`src/rtl/alu_pkg.sv`:
```
// Shared definitions for the registered ALU: operand width and opcode enumerations.
package alu_pkg;

  localparam int unsigned WIDTH = 8;

  // Opcodes used when a_en=1, b_en=0.
  typedef enum logic [2:0] {
    ADD    = 3'd0,
    SUB    = 3'd1,
    XOR    = 3'd2,
    AND1   = 3'd3,
    AND2   = 3'd4,
    OR     = 3'd5,
    XNOR   = 3'd6,
    NULL_A = 3'd7
  } a_op_e;

  // Opcodes used when a_en=0, b_en=1.
  typedef enum logic [1:0] {
    NAND   = 2'd0,
    ADD1   = 2'd1,
    ADD2   = 2'd2,
    NULL_B = 2'd3
  } b_op1_e;

  // Opcodes used when a_en=1, b_en=1.
  typedef enum logic [1:0] {
    XOR_B  = 2'd0,
    XNOR_B = 2'd1,
    INC_A  = 2'd2,
    ADD2_B = 2'd3
  } b_op2_e;

endpackage

```
`src/rtl/alu_opsel.sv`:
```
// Combinational operation select for alu_unit.
// Ports:
//   a_en, b_en   : operation-group select
//   a_op, b_op   : opcodes for the selected group
//   A, B         : two's complement operands
//   o_result_c   : next result value (meaningful only when o_hold_c=0)
//   o_hold_c     : 1 when the selected operation is a NULL (result register holds)
module alu_opsel
  import alu_pkg::*;
(
  input  logic                    a_en,
  input  logic                    b_en,
  input  logic [2:0]              a_op,
  input  logic [1:0]              b_op,
  input  logic signed [WIDTH-1:0] A,
  input  logic signed [WIDTH-1:0] B,
  output logic signed [WIDTH-1:0] o_result_c,
  output logic                    o_hold_c
);

  localparam logic [WIDTH-1:0] ONE = WIDTH'(1);
  localparam logic [WIDTH-1:0] TWO = WIDTH'(2);

  // Truncating adders/subtractor: overflow wraps with no flag.
  logic [WIDTH-1:0] w_sum;
  logic [WIDTH-1:0] w_diff;
  logic [WIDTH-1:0] w_inc_a;
  logic [WIDTH-1:0] w_add2_b;

  assign w_sum    = WIDTH'(A + B);
  assign w_diff   = WIDTH'(A - B);
  assign w_inc_a  = WIDTH'(A + ONE);
  assign w_add2_b = WIDTH'(B + TWO);

  // Group decode; any unmatched selection holds the result.
  always_comb begin
    o_result_c = '0;
    o_hold_c   = 1'b1;
    unique case ({a_en, b_en})
      2'b10: begin
        o_hold_c = 1'b0;
        case (a_op_e'(a_op))
          ADD:        o_result_c = w_sum;
          SUB:        o_result_c = w_diff;
          XOR:        o_result_c = A ^ B;
          AND1, AND2: o_result_c = A & B;
          OR:         o_result_c = A | B;
          XNOR:       o_result_c = ~(A ^ B);
          default:    o_hold_c   = 1'b1;
        endcase
      end
      2'b01: begin
        o_hold_c = 1'b0;
        case (b_op1_e'(b_op))
          NAND:       o_result_c = ~(A & B);
          ADD1, ADD2: o_result_c = w_sum;
          default:    o_hold_c   = 1'b1;
        endcase
      end
      2'b11: begin
        o_hold_c = 1'b0;
        case (b_op2_e'(b_op))
          XOR_B:   o_result_c = A ^ B;
          XNOR_B:  o_result_c = ~(A ^ B);
          INC_A:   o_result_c = w_inc_a;
          ADD2_B:  o_result_c = w_add2_b;
          default: o_hold_c   = 1'b1;
        endcase
      end
      default: o_hold_c = 1'b1;
    endcase
  end

endmodule

```
`src/rtl/alu_unit.sv`:
```
// Registered 8-bit signed ALU; C updates one clock after inputs are sampled.
// Ports:
//   clk, rst_n   : clock, asynchronous active-low reset (C forced to 0)
//   ALU_en       : result-register enable; 0 holds C
//   a_en, b_en   : operation-group select
//   a_op, b_op   : opcodes
//   A, B         : signed operands
//   C            : signed registered result
module alu_unit
  import alu_pkg::*;
(
  input  logic                    clk,
  input  logic                    rst_n,
  input  logic                    ALU_en,
  input  logic                    a_en,
  input  logic                    b_en,
  input  logic [2:0]              a_op,
  input  logic [1:0]              b_op,
  input  logic signed [WIDTH-1:0] A,
  input  logic signed [WIDTH-1:0] B,
  output logic signed [WIDTH-1:0] C
);

  logic signed [WIDTH-1:0] w_next;
  logic                    w_hold;
  logic signed [WIDTH-1:0] r_c;

  alu_opsel u_opsel (
    .a_en       (a_en),
    .b_en       (b_en),
    .a_op       (a_op),
    .b_op       (b_op),
    .A          (A),
    .B          (B),
    .o_result_c (w_next),
    .o_hold_c   (w_hold)
  );

  // Result register: loads only when enabled and the operation is not NULL.
  always_ff @(posedge clk or negedge rst_n) begin
    if (!rst_n) begin
      r_c <= '0;
    end else if (ALU_en && !w_hold) begin
      r_c <= w_next;
    end
  end

  assign C = r_c;

endmodule

```
`config.mk`:
```
export PLATFORM = sky130hd
export DESIGN_NAME = alu_unit
export DESIGN_NICKNAME = d
export VERILOG_FILES = /design/src/rtl/alu_pkg.sv /design/src/rtl/alu_opsel.sv /design/src/rtl/alu_unit.sv
export SDC_FILE = /design/constraint.sdc
export NUM_CORES = 1
export LEC_CHECK = 0
export CORE_ASPECT_RATIO = 1.25
export CORE_UTILIZATION = 41
export DETAILED_ROUTE_END_ITERATION = 7
export SLEW_MARGIN = 20
export SYNTH_ARGS = -nofsm -noshare
export SYNTH_HDL_FRONTEND = slang
export SYNTH_HIERARCHICAL = 1
export SYNTH_SLANG_ARGS = --single-unit
```
`constraint.sdc`:
```
create_clock -name clk -period 2.46 [get_ports clk]
set_clock_uncertainty 0.15 [all_clocks]
set_input_delay 0.246 -clock clk [delete_from_list [all_inputs] [get_ports clk]]
set_output_delay 0.246 -clock clk [all_outputs]
set_load 0.02 [all_outputs]
```
==> metrics, run 1 <==
status finished clean; register share of total power approximately 16%; Slowest cell on crit path fa_2; largest net degree at the start of global routing 19; Via density 5.72; Fmax achieved between 400 and 500 MHz; max reg flops 8; Rows 29; CORE AREA 5190 µm²; DRC viols 0; CTS tree done; share of layout cells above drive strength 1 37.5%; Mapped Avg Cell Area 7.72 µm²; placed instance area between 3000 and 4000 µm²; hold_buf cts 0; first-pass GRT wire length 11,800 µm; die span in y between 80 and 90 µm; Yosys warning count 6; Final Cell Area 3470 µm²; FFs w/ async S/R, synth 100%; Worst EP required 2.42 ns; final-report max-slew violation count 0; Worst path max stage delay 0.41 ns; crit path cell chain clkdlybuf4s15_1, buf_6, fa_2, a21o_1, a21oi_2, xor2_1, nor2_1, a311oi_1, o211ai_1, mux2_4; Synth Register Bits 8; P per Cell Area around 320 nW/µm²; mapped cell area ~2200 µm²; top cell type's share of synthesized area 16.7%; GR Util All Layers 26.3%; crit path DAT 2.37 ns; number of hold violations in the final report 0; die area roughly 5800 µm²; Final ANT Viol Nets 0; Post-synth EDFFs 0; Routed WL per cell roughly 16 µm; clock sinks 8; number of global-route vias before repair approximately 2,600; final wirelength 7280 µm; Final min period between 2 and 2.5 ns; startpoint types input port; clk buf depth 2; Int Power 685 µW; cell count after synthesis 291; detailed-router iteration count before antenna repair 5; final period utilization 98.0%; Logic pwr share 70.5%; global route overflow 0; Num CTS Buffers 3; slack of the critical path 0.0495 ns; Yosys cell types 61; clock slew at reported path FFs roughly 0.04 ns; Switching Share 38.8%; Port Buffers 33; crit-path max FO 3; Initial DRC Count 162; clock power share 13.9%; nets 457; peak supply drop ~0.19 mV; Worst-Skew Late Latency roughly 0.22 ns; ANT cells 0; CP Capture Type flop; initial antenna violation count 0; routability cong. 0.904; starting density of the core 43.3%; area leader, netlist ha_1; Synth Net Count 349; NetSw 434 µW; Die W 68.2 µm; root buf cell clkbuf_8; most used flip-flop cell after synthesis dfrtp_1; Hold Path Class in -> async; Seq/Total Area, Yosys 8.91%; Top Ports 34; H-Tree Depth 1; CP Class in -> reg; pre-CTS setup slack -0.604 ns; Static Leak 1.64 nW; Worst-Margin Slew 0.409 ns; max_cap viols 0; Syn-to-layout area delta 54.5%; ranking of synthesized cells by area ha_1 (17%), dfrtp_1 (8.9%), xnor2_1 (7.0%), a21oi_1 (5.3%), mux2_4 (5.3%); relative slew slack between 70% and 80%; setup violators final 0; vias 2,625; DP HPWL 5730 µm
-- power groups by stage --
stage / combinational [mW] / clock, mW / sequential (mW)
2_1_floorplan: 0.365 / 0 / 0.209
3_3_place_gp: 0.711 / 0 / 0.176
3_5_place_dp: 0.716 / 0 / 0.176
4_1_cts: 0.746 / 0.159 / 0.175
5_1_grt: 0.856 / 0.165 / 0.178
6_report: 0.789 / 0.156 / 0.174
-- final timing paths --
| check | from | endpoint | slack (ns) | cells after the start |
|---|---|---|---|---|
| max in group asynchronous | rst_n | C[3] | 1.76 | 1 |
| min reg2reg | C[4] | C[4] | 0.36 | 1 |
| min | rst_n | C[4] | 0.14 | 1 |
| max reg2reg | C[2] | C[2] | 1.55 | 1 |
| min in group clk | C[4] | C[4] | 0.36 | 1 |
| max | A[1] | C[4] | 0.05 | 10 |
-- metrics by stage --
stage               power (mW)  hold slack (ns)  cells  setup TNS, ns  util, %
CTS                       1.08            0.154    453              0     64.2
finish                    1.12            0.144    459              0     66.9
global route              1.20            0.176    459        -0.0322     66.9
floorplan                0.574           -0.200    291              0        -
detailed placement       0.892            0.348    450          -2.79     61.4
global placement         0.887            0.349    450          -2.60     61.4
-- cell type report --
type                       count  area, µm²
timing repair buffer         122       1020
multi-input combinational    233       2020
tap                           62       77.6
sequential                     8        200
inverter                      31        116
clock buffer                   3       41.3
fill                         444       1720
-- Yosys cell counts, types with 8 or more instances --
cell       n
inv_1     26
xnor2_1   18
nand2_1   17
clkbuf_1  10
nor2_1    11
mux2_4     8
ha_1      30
dfrtp_1    8
nand3_1   12
o21ai_0    9
a21oi_1   24
o21ai_1    9
-- routing by layer --
layer  up-vias  wire length (µm)  GRT usage, %
li1       1285                 -             -
met1      1202              3120          33.6
met2       118              3630          45.1
met3        20               366         0.272
met4         0               161          10.6
met5         -                 0             0
-- critical path, delay by kind of cell --
kind / cells / cell delay, ns
buf+inv: 2 / 0.34
compound gates: 4 / 0.80
xor+xnor: 1 / 0.23
mux: 1 / 0.27
fa+ha+maj: 1 / 0.41
simple gates: 1 / 0.06
-- cells by family after synthesis --
family,Yosys count,synth area share (%)
compound gates,99,30.5
xor+xnor,23,8.96
fa+ha+maj,32,18.5
buf+inv,50,9.35
flops,8,8.91
mux,16,9.02
simple gates,63,14.8
-- layout by cell type, fill, tap and decap left out, types with 8 or more instances in the layout --
cell type	n
inv_2	12
a21oi_1	18
nand3_1	12
clkdlybuf4s50_1	21
inv_1	19
dfrtp_1	8
buf_4	87
o21ai_1	9
ha_1	20
nor2_1	11
mux2_4	8
nand2_1	17
xnor2_1	17
o21ai_0	8
dlymetal6s2s_1	8
-- repair_timing --
item | in CTS | in global routing
gates cloned | 0 | 0
gates resized for setup | 26 | 36
pin swaps | 11 | 24
endpoints found under the setup margin | 6 | 5
endpoints found under the hold margin | 0 | 0
buffers inserted | 0 | 6
Power figures use the tool's default switching activity.
==> run 2, diff against run 1 <==
--- a/config.mk
+++ b/config.mk
@@ -5,9 +5,12 @@
 export SDC_FILE = /design/constraint.sdc
 export NUM_CORES = 1
 export LEC_CHECK = 0
+export CELL_PAD_IN_SITES_DETAIL_PLACEMENT = 0
+export CELL_PAD_IN_SITES_GLOBAL_PLACEMENT = 1
 export CORE_ASPECT_RATIO = 1.25
 export CORE_UTILIZATION = 41
 export DETAILED_ROUTE_END_ITERATION = 7
+export PLACE_DENSITY_LB_ADDON = 0.1
 export SLEW_MARGIN = 20
 export SYNTH_ARGS = -nofsm -noshare
 export SYNTH_HDL_FRONTEND = slang
==> metrics, run 2 (same netlist as run 1, synthesis figures left out) <==
status finished clean; Hold Path Class in -> async; CP Capture Type flop; DRC viols 0; routed wire length on met2 3760 µm; CP Class in -> reg; GR Util All Layers 27.3%; Int Power approximately 700 µW; P per Cell Area 323 nW/µm²; largest net degree at the start of global routing 24; M1 WL 3340 µm; Initial DRC Count approximately 190; Num CTS Buffers 3; clock slew at reported path FFs around 0.04 ns; Rows 29; crit-path max FO 6; Routed WL per cell roughly 16 µm; starting density of the core a little over two fifths; vias between 2,000 and 3,000; NetSw 441 µW; Fin Setup TNS 0 ns; die area 5780 µm²; share of layout cells above drive strength 1 a little under two fifths; final wirelength between 7000 and 8000 µm; clock power share between 10% and 20%; Port Buffers 33; DR top layer met4; startpoint types input port; Worst EP required 2.42 ns; clock sinks 8; Logic pwr share a little over two thirds; most common cell after layout, fill and taps aside buf_4; clk buf depth 2; crit path DAT 2.38 ns; Util after Layout 67.4%; nets 454; Switching Share 39.0%; Final min period 2.42 ns; CORE AREA 5190 µm²; relative slew slack 67.0%; Static Leak 1.61 nW; routability cong. 0.889; Worst-Skew Late Latency 0.23 ns; die span in y 84.8 µm; register share of total power 15.5%; max_cap viols 0; initial antenna violation count 0; number of global-route vias before repair between 2,000 and 2,500; unrepaired setup endpoints after global routing false; peak supply drop 0.194 mV; final-report max-slew violation count 0; most frequent cells in the layout buf_4 (80), clkdlybuf4s50_1 (23), a21oi_1 (20); Final ANT Viol Nets 0; hold_buf cts 0; Worst-Margin Slew 0.495 ns; final period utilization 98.5%; detailed-router iteration count before antenna repair 5; H-Tree Depth 1; first-pass GRT wire length 11,900 µm; fill count 449; WL met3 266 µm; Top Ports 34; Syn-to-layout area delta 55.7%; Via density 5.55; setup violators final 0; number of hold violations in the final report 0; root buf cell clkbuf_8; max reg flops 8; Fmax achieved roughly 410 MHz; DP HPWL 6060 µm; global route overflow 0; Die W about 68 µm; CTS tree done; ANT cells 0
## run 2: cell count changes in the layout (fill, tap and decap cells not counted), sizes merged
cell,delta
dlygate4sd2,+1
clkbuf,+1
clkdlybuf4s50,+2
dlymetal6s2s,-2
clkdlybuf4s15,-2
buf,-3
## run 2: worst paths after layout
kind / startpoint / end / slack [ns] / cells after the start
setup / recovery: B[3] / C[5] / 0.04 / 11
hold / removal: rst_n / C[0] / 0.15 / 1
setup reg to reg: C[6] / C[6] / 1.54 / 1
hold reg to reg: C[3] / C[3] / 0.36 / 1
max in group asynchronous: rst_n / C[6] / 1.74 / 1
min in group clk: C[3] / C[3] / 0.36 / 1
## run 2: timing repair
item / CTS / global route
endpoints found under the setup margin: 7 / 5
resized for setup: 24 / 39
pin swaps: 9 / 27
setup buffers: 0 / 4
## run 2: worst max-delay path, cell delays in order
cell	delay, ns
clkdlybuf4s50_1	0.49
inv_2	0.06
ha_4	0.30
nand3_1	0.09
o2111ai_2	0.24
buf_4	0.16
xnor2_1	0.06
a2bb2oi_1	0.14
o221ai_1	0.14
a31o_1	0.22
mux2_4	0.25
## run 2: layout make-up
class,instances,area (µm²),area share [%]
Multi-Input combinational cell,233,2040,58.3
Timing Repair Buffer,119,1020,29.3
Sequential cell,8,200,5.72
Inverter,31,116,3.33
Tap cell,62,77.6,2.22
Clock buffer,3,41.3,1.18
## run 2: routing by layer
| metal | global-route usage [%] | vias to the layer above |
|---|---|---|
| met5 | 0 | - |
| met4 | 7.95 | 0 |
| met3 | 0.951 | 14 |
| met2 | 48.2 | 79 |
| met1 | 34.5 | 1168 |
| li1 | - | 1271 |
## run 2: metrics by stage
stage / total power [mW] / hold WS (ns) / cell area, µm² / cells / worst slack, ns
floorplan: 0.574 / -0.200 / 2250 / 291 / 0.0990
global placement: 0.896 / 0.347 / 3210 / 449 / -0.580
detailed placement: 0.905 / 0.353 / 3210 / 449 / -0.659
CTS: 1.09 / 0.160 / 3350 / 452 / -0.0184
global route: 1.21 / 0.182 / 3500 / 456 / 0.000687
finish: 1.13 / 0.146 / 3500 / 456 / 0.0357
## run 2: power groups by stage
stage / registers [mW] / clock network (mW) / logic (mW)
detailed placement: 0.178 / 0 / 0.727
global route: 0.179 / 0.171 / 0.857
floorplan: 0.209 / 0 / 0.365
CTS: 0.176 / 0.161 / 0.753
finish: 0.176 / 0.161 / 0.794
global placement: 0.176 / 0 / 0.720
==> run 3, diff against run 2 <==
--- a/config.mk
+++ b/config.mk
@@ -11,6 +11,7 @@
 export CORE_UTILIZATION = 41
 export DETAILED_ROUTE_END_ITERATION = 7
 export PLACE_DENSITY_LB_ADDON = 0.1
+export RECOVER_POWER = 50
 export SLEW_MARGIN = 20
 export SYNTH_ARGS = -nofsm -noshare
 export SYNTH_HDL_FRONTEND = slang
==> metrics, run 3 (same netlist as run 1, synthesis figures left out) <==
Final ANT Viol Nets 0; vias 2,533; clock sinks 8; NetSw 441 µW; share of layout cells above drive strength 1 37.1%; Fmax achieved 412 MHz; routability cong. 0.889; Non-Filler Instances 456; met3 Use GR 0.951%; Die W 68.2 µm; number of hold violations in the final report 0; H-Tree Depth 1; M2 GR Usage about half; reg2reg setup slack 1.54 ns; Inst Count DP 449; setup violators final 0; ANT cells 0; Switching Share about two fifths; status finished clean; largest net degree at the start of global routing 24; crit path DAT 2.38 ns; Rows 29; P per Cell Area ~320 nW/µm²; placed instance area approximately 3200 µm²; detailed-router iteration count before antenna repair 5; CP Class in -> reg; die span in y 84.8 µm; initial antenna violation count 0; Syn-to-layout area delta 55.7%; R2R depth 1; clk buf depth 2; startpoint types input port; first-pass GRT wire length 11,900 µm; max reg flops 8; DRC viols 0; Final min period 2.42 ns; crit-path max FO 6; final-report max-slew violation count 0; peak supply drop ~0.19 mV; max_cap viols 0; CORE AREA 5190 µm²; DP HPWL a little over 6000 µm; Via density 5.55; die area between 5000 and 6000 µm²; CTS tree done; most frequent cells in the layout buf_4 (80), a21oi_1 (20), clkdlybuf4s50_1 (19); nets 454; Int Power 685 µW; fill count 449; Port Buffers 33; number of global-route vias before repair about 2,500; Initial DRC Count 189; final wirelength 7530 µm; starting density of the core 43.3%; Logic pwr share 70.2%; hold_buf cts 0; final period utilization 98.5%; clock power share 14.3%; GR Util All Layers between 20% and 30%; Worst-Skew Late Latency between 0.2 and 0.25 ns; Num CTS Buffers 3; Static Leak around 1.6 nW; clock slew at reported path FFs 0.04 ns; Hold Path Class in -> async; grt peak-use layer met2; Worst EP required 2.42 ns; CP Capture Type flop; Top Ports 34; most common cell after layout, fill and taps aside buf_4; relative slew slack 67.0%; global route overflow 0; unrepaired setup endpoints after global routing false; Routed WL per cell about 17 µm; met1 usage around 34%; Final Cell Area 3500 µm²; Worst-Margin Slew 0.495 ns; root buf cell clkbuf_8; Util after Layout 67.4%; Fin Setup TNS 0 ns; register share of total power 15.6%
run 3: cell count changes in the layout (fill, tap and decap cells not counted):
cell	before	now
dlygate4sd3_1	0	4
clkdlybuf4s50_1	23	19
run 3: layout make-up:
| type | instances | area (µm²) | area share, % |
|---|---|---|---|
| repair buffers | 119 | 1020 | 29.3 |
| multi-input cells | 233 | 2040 | 58.3 |
| flip-flops and latches | 8 | 200 | 5.72 |
| inverters | 31 | 116 | 3.33 |
| well taps | 62 | 77.6 | 2.22 |
| clock buffers | 3 | 41.3 | 1.18 |
run 3: final timing paths:
path | startpoint | to
max reg2reg | C[6] | C[6]
max in group asynchronous | rst_n | C[6]
min in group clk | C[3] | C[3]
max | B[3] | C[5]
min reg2reg | C[3] | C[3]
min | rst_n | C[0]
run 3: power groups by stage:
stage | clock network, mW | logic [mW] | registers, mW
floorplan | 0 | 0.365 | 0.209
global placement | 0 | 0.720 | 0.176
detailed placement | 0 | 0.727 | 0.178
CTS | 0.161 | 0.753 | 0.176
global route | 0.171 | 0.853 | 0.179
finish | 0.161 | 0.790 | 0.175
run 3: routing by layer:
layer	part of all wire [%]	vias up
met4	2.0	0
met3	3.6	14
li1	-	1272
met5	0	-
met2	50	79
met1	44	1168
run 3: stage by stage:
stage	setup slack [ns]	hold slack, ns	power, mW
floorplan	0.0990	-0.200	0.574
global placement	-0.580	0.347	0.896
detailed placement	-0.659	0.353	0.905
CTS	-0.0184	0.160	1.09
global route	0.000687	0.252	1.20
finish	0.0357	0.217	1.13
run 3: critical path, stage by stage:
cell             delay [ns]
clkdlybuf4s50_1        0.49
inv_2                  0.06
ha_4                   0.30
nand3_1                0.09
o2111ai_2              0.24
buf_4                  0.16
xnor2_1                0.06
a2bb2oi_1              0.14
o221ai_1               0.14
a31o_1                 0.22
mux2_4                 0.25
run 3: what timing repair did:
item	4_1_cts	5_1_grt
cloned	0	0
pin swaps	9	27
endpoints found under the setup margin	7	5
buffers inserted	0	4
gates resized for setup	24	39
